## src/rtl/stream_mux_rr.sv

```systemverilog
// ============================================================================
// Module   : stream_mux_rr
// Purpose  : N-channel valid/ready stream mux, fixed-select or round-robin,
//            with a registered output slot.
// Revision : 1.0  initial release
// ============================================================================
`default_nettype none

module stream_mux_rr #(
    parameter int NUM_CH = 4,
    parameter int DATA_W = 4,
    parameter int SEL_W  = 2
) (
    input  logic                     clk,
    input  logic                     rst,
    input  logic                     mode,
    input  logic [SEL_W-1:0]         sel,
    input  logic [NUM_CH-1:0]        in_valid,
    input  logic [NUM_CH*DATA_W-1:0] in_data,
    output logic [NUM_CH-1:0]        in_ready,
    output logic                     out_valid,
    output logic [DATA_W-1:0]        out_data,
    output logic [SEL_W-1:0]         out_ch,
    input  logic                     out_ready
);

    logic              out_valid_q, out_valid_d;
    logic [DATA_W-1:0] out_data_q,  out_data_d;
    logic [SEL_W-1:0]  out_ch_q,    out_ch_d;
    logic [SEL_W-1:0]  rr_last_q,   rr_last_d;

    logic              w_accept;
    logic              w_grant_vld;
    logic [SEL_W-1:0]  w_grant_ch;
    logic              w_xfer;
    int                w_idx;

    assign w_accept = !out_valid_q || out_ready;

    // Round-robin scan runs from the farthest candidate back to the nearest,
    // so the last hit written is the first channel after rr_last.
    always_comb begin
        w_grant_vld = 1'b0;
        w_grant_ch  = '0;
        w_idx       = 0;
        if (!mode) begin
            for (int i = 0; i < NUM_CH; i++) begin
                if (sel == SEL_W'(i) && in_valid[i]) begin
                    w_grant_vld = 1'b1;
                    w_grant_ch  = SEL_W'(i);
                end
            end
        end else begin
            for (int k = NUM_CH; k >= 1; k--) begin
                w_idx = (int'(rr_last_q) + k) % NUM_CH;
                if (in_valid[w_idx]) begin
                    w_grant_vld = 1'b1;
                    w_grant_ch  = SEL_W'(w_idx);
                end
            end
        end
    end

    assign w_xfer = !rst && w_accept && w_grant_vld;

    always_comb begin
        in_ready = '0;
        if (w_xfer) begin
            in_ready[w_grant_ch] = 1'b1;
        end
    end

    always_comb begin
        out_valid_d = out_valid_q;
        out_data_d  = out_data_q;
        out_ch_d    = out_ch_q;
        rr_last_d   = rr_last_q;
        if (w_accept) begin
            out_valid_d = w_xfer;
            if (w_xfer) begin
                out_data_d = in_data[int'(w_grant_ch)*DATA_W +: DATA_W];
                out_ch_d   = w_grant_ch;
                if (mode) begin
                    rr_last_d = w_grant_ch;
                end
            end
        end
    end

    // rr_last resets to the top channel so channel 0 wins the first scan.
    always_ff @(posedge clk or posedge rst) begin
        if (rst) begin
            out_valid_q <= 1'b0;
            out_data_q  <= '0;
            out_ch_q    <= '0;
            rr_last_q   <= SEL_W'(NUM_CH - 1);
        end else begin
            out_valid_q <= out_valid_d;
            out_data_q  <= out_data_d;
            out_ch_q    <= out_ch_d;
            rr_last_q   <= rr_last_d;
        end
    end

    assign out_valid = out_valid_q;
    assign out_data  = out_data_q;
    assign out_ch    = out_ch_q;

endmodule

`default_nettype wire
```

## config.mk

```make
export PLATFORM = sky130hd
export DESIGN_NAME = stream_mux_rr
export DESIGN_NICKNAME = d
export VERILOG_FILES = /design/src/rtl/stream_mux_rr.sv
export SDC_FILE = /design/constraint.sdc
export NUM_CORES = 1
export LEC_CHECK = 0
export BUFFER_PORTS_ARGS = -buffer_cell sky130_fd_sc_hd__buf_2
export CAP_MARGIN = 20
export CORE_MARGIN = 2
export CORE_UTILIZATION = 35
export DETAILED_ROUTE_END_ITERATION = 7
export PLACE_DENSITY_LB_ADDON = 0.25
export REMOVE_ABC_BUFFERS = 1
export SYNTH_ARGS = -nofsm -noshare
export SYNTH_HDL_FRONTEND = slang
export SYNTH_SLANG_ARGS = --single-unit
```

## constraint.sdc

```tcl
create_clock -name clk -period 1.7 [get_ports clk]
set_input_delay 0.17 -clock clk [delete_from_list [all_inputs] [get_ports clk]]
set_output_delay 0.17 -clock clk [all_outputs]
set_load 0.01 [all_outputs]
```

After elaboration in Yosys (flattened, before gate mapping)
Cells that the tools add are included.
{"block": "totals", "elab_cells": 71, "inputBits": 26, "ff_bits": 9}
{"block": "classes", "addsub": 4, "shifts": 1, "n_mux": 32, "reduce_logical": 17, "n_eq_ne": 3, "bitwise": 4, "n_lt_le_gt_ge": 6}
{"cell": "2-to-1 mux 1 bit", "n": 19}
{"cell": "less-than comparator 3 x 4 -> 1 bit, second input constant", "n": 4}
{"cell": "variable part select 16 x 5 -> 4 bit", "n": 1}
{"cell": "2-to-1 mux 2 bit", "n": 7}
{"cell": "binary-select mux 1 bit (select 2 bit)", "n": 4}
{"cell": "OR reduction 2 bit", "n": 4}
{"cell": "logical AND 1 bit", "n": 7}
{"cell": "adder 2 x 1 -> 2 bit, second input constant", "n": 2}
{"cell": "adder 2 bit, second input constant", "n": 2}
{"cell": "bitwise AND 1 bit, first input constant", "n": 4}
{"cell": "== test 2 bit, second input constant", "n": 2}
{"cell": "2-to-1 mux 4 bit", "n": 1}
{"cell": "less-than comparator 2 x 3 -> 1 bit, second input constant", "n": 1}
{"cell": "AND reduction 3 bit", "n": 1}
{"cell": "demux 1 bit (select 2 bit)", "n": 1}
{"cell": "== test 2 x 1 -> 1 bit, second input constant", "n": 1}
{"cell": "greater-or-equal comparator 2 x 1 -> 1 bit, second input constant", "n": 1}
{"cell": "zero test 1 bit", "n": 2}
{"cell": "zero test 2 bit", "n": 1}
{"cell": "AND reduction 2 bit", "n": 1}
{"cell": "logical OR 1 bit", "n": 1}

Longest topological paths before layout
Gate-level depths: netlist of the first run.
{"block": "logic_depth", "word_depth": 16, "mapped_depth": 7}

Least setup slack after synthesis of the first run
OpenSTA, ideal clock, no wires.
{"block": "synth_timing", "kind": "flip-flop to flip-flop", "from": "register rr_last_q[1]", "to": "register out_data_q[0] (netlist: out_data[0])", "path_stages_with_launch": 7, "synth_period_minus_slack_ps": 1768, "slack_ps": -68, "required_ps": 1560, "setup_time_ps": 140, "t_arrival_ps": 1628, "path_cell_list": "dfstp_2 -> and3b_1 -> a31oi_2 -> a31o_1 -> buf_6 -> a2111oi_0 -> a211oi_1"}
{"block": "synth_via", "elab_chain_cells": 11, "elab_cells_between_ends": 29, "classes_between": "4 x add/sub; 1 x shift; 22 x mux; 2 x reduce/logical"}
{"item": "from (decl)", "line": "30", "text": "logic [SEL_W-1:0] rr_last_q, rr_last_d;"}
{"item": "from (signal assigned)", "line": "96", "text": "rr_last_q <= SEL_W'(NUM_CH - 1);"}
{"item": "from (signal assigned)", "line": "101", "text": "rr_last_q <= rr_last_d;"}
{"item": "branches (longest 11 deep; another with adder 2 x 1 -> 2 bit)"}
{"item": "to (signal assigned)", "line": "99", "text": "out_data_q <= out_data_d;"}
{"item": "to (decl)", "line": "28", "text": "logic [DATA_W-1:0] out_data_q, out_data_d;"}
Parallel ways; which one is timed is not known. The select of a mux whose other input is x is not followed.
A chain may end at the register's enable or synchronous reset.

Final worst setup path of the first run
{"block": "layout_timing", "from": "register rr_last_q[1]", "to": "output in_ready[0]"}
{"block": "layout_via", "elab_chain_cells": 14, "elab_cells_between_ends": 33, "classes_between": "4 x add/sub; 2 x order compare; 25 x mux; 2 x reduce/logical"}
{"item": "adder 2 x 1 -> 2 bit", "line": "55", "text": "w_idx = (int'(rr_last_q) + k) % NUM_CH;"}
{"item": "binary-select mux 1 bit (select 2 bit)", "line": "56", "text": "if (in_valid[w_idx]) begin"}
{"item": "2-to-1 mux 1 bit (not written as such) (2 in a row)", "line": "56"}
{"item": "2-to-1 mux 2 bit (4 in a row)", "line": "56"}
{"item": "2-to-1 mux 2 bit", "line": "46", "text": "if (!mode) begin"}
{"item": "less-than comparator 2 x 3 -> 1 bit (not written as such) or greater-or-equal comparator 2 x 1 -> 1 bit (tied branches)", "line": "69", "text": "in_ready[w_grant_ch] = 1'b1;"}
{"item": "logical AND 1 bit (not written as such)", "line": "69"}
{"item": "2-to-1 mux 1 bit (not written as such)", "line": "69"}
{"item": "demux 1 bit (select 2 bit)", "line": "69"}
{"item": "2-to-1 mux 4 bit *", "line": "68", "text": "if (w_xfer) begin"}
{"item": "to (decl)", "line": "20", "text": "output logic [NUM_CH-1:0] in_ready,"}
Mark *: on every way between the ends. The rest lies on a longest branch, timed or not. The select of a mux whose other input is x is not followed.

==> results of run 1 <==
## routing by layer
metal	routed length, um	part of all wire (%)	up-vias
li1	-	-	438
met1	1036	40	433
met2	1323	51	43
met3	183	7.0	6
met4	57	2.2	0
met5	0	0	-
## flip-flops by register name (all words and copies together), names as in the netlist
register,count
out_ch,2
out_valid,1
rr_last_q,2
out_data,4
## worst paths after layout
kind                                end  depth (start not counted)         start  slack (ns)
setup / recovery            in_ready[0]                          6  rr_last_q[1]       -0.23
max in group asynchronous  rr_last_q[1]                          3           rst        0.93
hold / removal                out_valid                          3     out_ready        0.22
min in group asynchronous   out_data[3]                          3           rst        0.46
hold reg to reg               out_ch[1]                          1     out_ch[1]        0.49
setup reg to reg            out_data[1]                          6  rr_last_q[1]       -0.13
## power breakdown
group | internal, mW | switching, mW
logic | 0.329 | 0.297
clock network | 0.0902 | 0.0755
registers | 0.288 | 0.0478
total | 0.707 | 0.420
## worst register-to-register path: cells and delay by family, from the launching register on
kind	cells	cell delay (ns)
simple gates	1	0.24
buf+inv	1	0.16
compound gates	4	0.73
flops	1	0.58
## stage by stage
stage          worst slack (ns)  setup TNS (ns)  instances  utilization [%]
2_1_floorplan          -0.07364         -0.2209         77                -
3_3_place_gp           -0.06566         -0.2414        161            55.03
3_5_place_dp           -0.07893         -0.3866        161            55.03
4_1_cts                 -0.2225          -1.123        171            66.43
5_1_grt                 -0.2953          -1.772        172            68.43
6_report                -0.2269          -1.194        172            68.43
## logic make-up after synthesis
group,count (synthesis)
AOI/OAI and AO/OA,31
buffers and inverters,4
DFF,9
muxes,8
and+or+nand+nor,27
## timing repair
item / CTS / global route
gates resized for setup: 26 / 7
setup endpoints to repair: 8 / 8
endpoints found under the hold margin: 7 / 0
buffers inserted: 5 / 1
pin swaps: 7 / 3
hold buffers: 1 / 0
## layout by cell type, fill, tap and decap left out, drive strengths merged, types with 2 or more instances in the layout
cell type / n
a2111oi: 3
a211oi: 3
a21o: 2
o21ai: 7
dfrtp: 7
nand2b: 4
mux2i: 7
dfstp: 2
o21a: 2
a21oi: 2
nand2: 4
a31oi: 5
o41ai: 2
nor2: 9
and3: 2
buf: 63
inv: 2
clkbuf: 4
## final cells by class
type                    instances  area [um2]  share of cell area, %
clock buffers                   4       26.28                  1.977
inverters                       2       7.507                 0.5650
multi-input cells              66       609.3                  45.86
flip-flops and latches          9       227.7                  17.14
well taps                      27       33.78                  2.542
repair buffers                 64       424.2                  31.92
==> flow_summary.ini, run 1 <==
[layout]
syn_to_final_growth_pct = 84.70
nets = 172
post_route_cells_drive_above_1_share_pct = 62.76
n_antenna_cell = 0
nFillCells = 155
final_area_mm2 = 0.001329

[clocking]
clk_pin_slew_ns = 0.06
cts_buffers = 3
clockRootBuffer = clkbuf_4
cts_tree = yes
max-clock-path-buffers = 2
htree_levels = 1
worstSkewPairLatency_ns = 0.26
cts_sinks = 9

[yosys]
yosysSeqAreaShare_pct = 31.65
ys_ff_latch = 9
yosys.area_share.simple_pct = 20.00
syn_inst = 79
synth_top_family_by_area = compound AO/OA/AOI/OAI gates
synth_cell_types = 34
synth-xor-area-share_pct = 0
syn_area_um2 = 719.4
synthArstFlopShare_pct = 100.0
synthTopCellsByArea = dfrtp_1 (24%), mux2i_1 (9.7%), dfstp_2 (7.3%), nor2_1 (4.7%), a2111oi_0 (3.7%)
syn_area_per_cell_um2 = 9.107
synth_top_area_share_pct = 24.35
synth_edf_count = 0
synth_compound_area_share_pct = 32.87
ys.flop_type = dfrtp_1
synthMuxAreaShare_pct = 11.30
yosys.area.top_type = dfrtp_1
synth_fa_ha_area_share_pct = 0
yosysWarnings = 0
post-synth-top-count-cell = nor2_1
ys_top_cells_by_count = nor2_1 (9), dfrtp_1 (7), mux2i_1 (7)

[worst_setup_path]
cp.buffers_inverters = 2
worst_ep_arrival_time_ns = 1.76
max_stage_delay_ns = 0.58
cpLargestDelayFamily = flip-flops
crit_path_top_delay_cell = dfstp_2
end_kind = output pin
crit_top_cell = buf_6
path_class = flip-flop to output pin
crit_path_max_fanout = 6
start_kind = flip-flop
path_cells = nand2b_4 -> nand3b_1 -> a41o_1 -> buf_6 -> and3_4 -> buf_6
cp_data_required_time_ns = 1.53

[power_and_ir_drop]
peakVddDrop_uv = 514.3
power.leakage_nw = 0.6125
powerDensity_mw_per_mm2 = 848.6
power_mw = 1.128

[place]
port_buffers = 36
dpl.hpwl_mm = 1.734
gp_congestion = 0.9875
place_area_mm2 = 0.001069

[sta]
layout_setup_ws_ns = -0.2269
period_share_pct = 113.3
relSlewSlack_pct = 70.18
fin_skew_ns = 0.008797
rsz0062_at_grt = true
fin_hold_ws_ns = 0.2194
period_minus_slack_ns = 1.927
worstMarginPinSlew_ns = 0.4436
hold_violations = 0
fmax_mhz = 519.0
drv_slew = 0
setup_violations = 8

[die]
core-area_mm2 = 0.001942
die_area_mm2 = 0.002434
die_height_um = 49.34
rows = 16
die_w_um = 49.34
start_util_pct = 37.05
ios = 37

[global_route]
met2_usage_pct = 42.34
antenna_found_initial = 0
track_usage_pct = 23.28
grt_pass1_wl_mm = 4.381
grt_pass1_vias = 948
use_met1_pct = 26.65
gr-total-overflow = 0
top_usage_layer = met2
grt_max_degree = 10
grtUsageMet3_pct = 3.988

[run_status]
violations = setup timing
status = finished with violations

[route]
first_pass_iters = 4
drt_iter0_markers = 8
drc = 0
via_count = 920
finalWirelength_mm = 2.600
ant_nets = 0
drt-vias-per-instance = 5.349
wire_per_inst_um = 15.12

[flow_run]
drv_cap = 0

[min_path]
min_path_type = input pin to flip-flop
Note: power is estimated with default switching activity, not from simulation.
==> inputs of run 2 (changes only) <==
--- a/config.mk
+++ b/config.mk
@@ -5,11 +5,11 @@
 export SDC_FILE = /design/constraint.sdc
 export NUM_CORES = 1
 export LEC_CHECK = 0
-export BUFFER_PORTS_ARGS = -buffer_cell sky130_fd_sc_hd__buf_2
 export CAP_MARGIN = 20
 export CORE_MARGIN = 2
 export CORE_UTILIZATION = 35
 export DETAILED_ROUTE_END_ITERATION = 7
+export DONT_BUFFER_PORTS = 1
 export PLACE_DENSITY_LB_ADDON = 0.25
 export REMOVE_ABC_BUFFERS = 1
 export SYNTH_ARGS = -nofsm -noshare
==> flow_summary.ini, run 2 (synthesis gave the netlist of run 1 again) <==
[power_and_ir_drop]
powerDensity_mw_per_mm2 = 964.4
power_mw = 1.005
peakVddDrop_uv = 611.4
power.leakage_nw = 0.4343
p_sw_mw = 0.3599
p_sw_share_pct = 35.80
clkPwrFrac_pct = 16.5
p_int_mw = 0.6453
p_seq_share_pct = 35.6
combPwrFrac_pct = 47.9

[worst_setup_path]
cp_data_required_time_ns = 1.53
path_class = flip-flop to output pin
r2r-start = rr_last_q[1]
worst_r2r_path_depth = 6
r2r-end = out_data[2]
crit_path_max_fanout = 4
worst_ep_arrival_time_ns = 1.71
end_kind = output pin
reg2reg_slack_ns = -0.16
start_kind = flip-flop

[clocking]
cts_sinks = 9
htree_levels = 1
cts_tree = yes
clk_pin_slew_ns = 0.06
cts_buffers = 3
max-clock-path-buffers = 2
worstSkewPairLatency_ns = 0.26
clockRootBuffer = clkbuf_4

[place]
port_buffers = 0
gp_congestion = 0.8922
place_inst = 118
dpl.hpwl_mm = 1.537

[route]
first_pass_iters = 4
wire_per_inst_um = 16.52
drt-vias-per-instance = 5.841
drt_iter0_markers = 17
ant_nets = 0
via_count = 771
finalWirelength_mm = 2.180
drc = 0

[layout]
largest_reg_flops = 4
regArea_um2 = 227.7
post_route_cells_drive_above_1_share_pct = 44.76
syn_to_final_growth_pct = 44.87
nets = 132
nFillCells = 182
n_antenna_cell = 0
mostFrequentLayoutCell = buf_4
mostFrequentLayoutCells = buf_4 (18), nor2_1 (8), mux2i_1 (7), dfrtp_1 (7)
fin_cells = 132
multi_input_area_um2 = 545.5

[global_route]
grt_max_degree = 11
antenna_found_initial = 0
gr-total-overflow = 0
grt_pass1_wl_mm = 3.546
grt_pass1_vias = 761
track_usage_pct = 18.45

[sta]
hold_violations = 0
period_minus_slack_ns = 1.884
setup_violations = 8
drv_slew = 0
fmax_mhz = 530.8
fin_hold_ws_ns = 0.1167
layout_setup_ws_ns = -0.1839
relSlewSlack_pct = 67.97
rsz0062_at_grt = true
fin_skew_ns = 0.009808
period_share_pct = 110.8
worstMarginPinSlew_ns = 0.4763

[die]
die_area_mm2 = 0.002434
start_util_pct = 37.05
rows = 16
core-area_mm2 = 0.001942
ios = 37
die_height_um = 49.34
die_w_um = 49.34

[min_path]
min_path_type = input pin to flip-flop
holdPathStages = 2
whs_endpoint = rr_last_q[0]
min-delay-start = in_valid[1]

[flow_run]
drv_cap = 0

[run_status]
status = finished with violations
violations = setup timing
-- run 2: cell count changes in the layout (fill, tap and decap cells not counted), moves of 3 or more --
cell | before | now
buf_2 | 34 | 0
buf_4 | 22 | 18
a2111oi_2 | 0 | 3
a2111oi_4 | 3 | 0
-- run 2: worst max path at each step --
stage	start	end	slack (ns)	cells past startpoint
floorplan	rr_last_q[1]	out_data[0]	-0.07	5
global route	rr_last_q[0]	in_ready[3]	-0.27	6
global placement	rr_last_q[0]	out_data[2]	-0.15	6
detailed placement	rr_last_q[0]	out_data[2]	-0.12	6
CTS	rr_last_q[1]	in_ready[3]	-0.23	6
finish	rr_last_q[0]	in_ready[3]	-0.18	6
-- run 2: layout make-up --
cell class                 instances  area share, %
tap                               27          3.241
timing repair buffer              24          19.33
inverter                           2         0.7203
multi-input combinational         66          52.34
clock buffer                       4          2.521
sequential                         9          21.85
-- run 2: power by group through the flow --
stage / combinational [mW] / sequential [mW] / clock [mW]
2_1_floorplan: 0.208 / 0.353 / 0
3_3_place_gp: 0.329 / 0.360 / 0
3_5_place_dp: 0.338 / 0.360 / 0
4_1_cts: 0.427 / 0.360 / 0.170
5_1_grt: 0.530 / 0.366 / 0.180
6_report: 0.482 / 0.357 / 0.166
-- run 2: worst max-delay path: stages, from the launching register on --
cell and delay (ns):
dfstp_2 0.54, and2b_1 0.18, o21ai_2 0.18, buf_6 0.14
a31oi_4 0.11, nor3_2 0.17, buf_4 0.14
-- run 2: metrics by stage --
| step | worst slack (ns) | setup TNS, ns | cell area [um2] | utilization, % |
|---|---|---|---|---|
| global placement | -0.1504 | -0.3587 | 835.8 | 43.04 |
| CTS | -0.2299 | -1.482 | 980.9 | 50.52 |
| floorplan | -0.07364 | -0.2209 | 696.9 | - |
| detailed placement | -0.1193 | -0.5702 | 835.8 | 43.04 |
| global route | -0.2737 | -1.810 | 1042 | 53.67 |
| finish | -0.1839 | -1.150 | 1042 | 53.67 |
-- run 2: routing by layer --
layer	part of all wire, %	track usage (%)
met1	43	24.47
met2	49	30.18
met3	6.8	4.294
met4	1.1	4.286
met5	0	0
-- run 2: timing repair --
item / 4_1_cts / 5_1_grt
buffers inserted: 8 / 3
resized for setup: 11 / 14
setup endpoints to repair: 8 / 8
pin swaps: 7 / 10
hold endpoints to repair: 7 / 0
hold buffers: 1 / 0
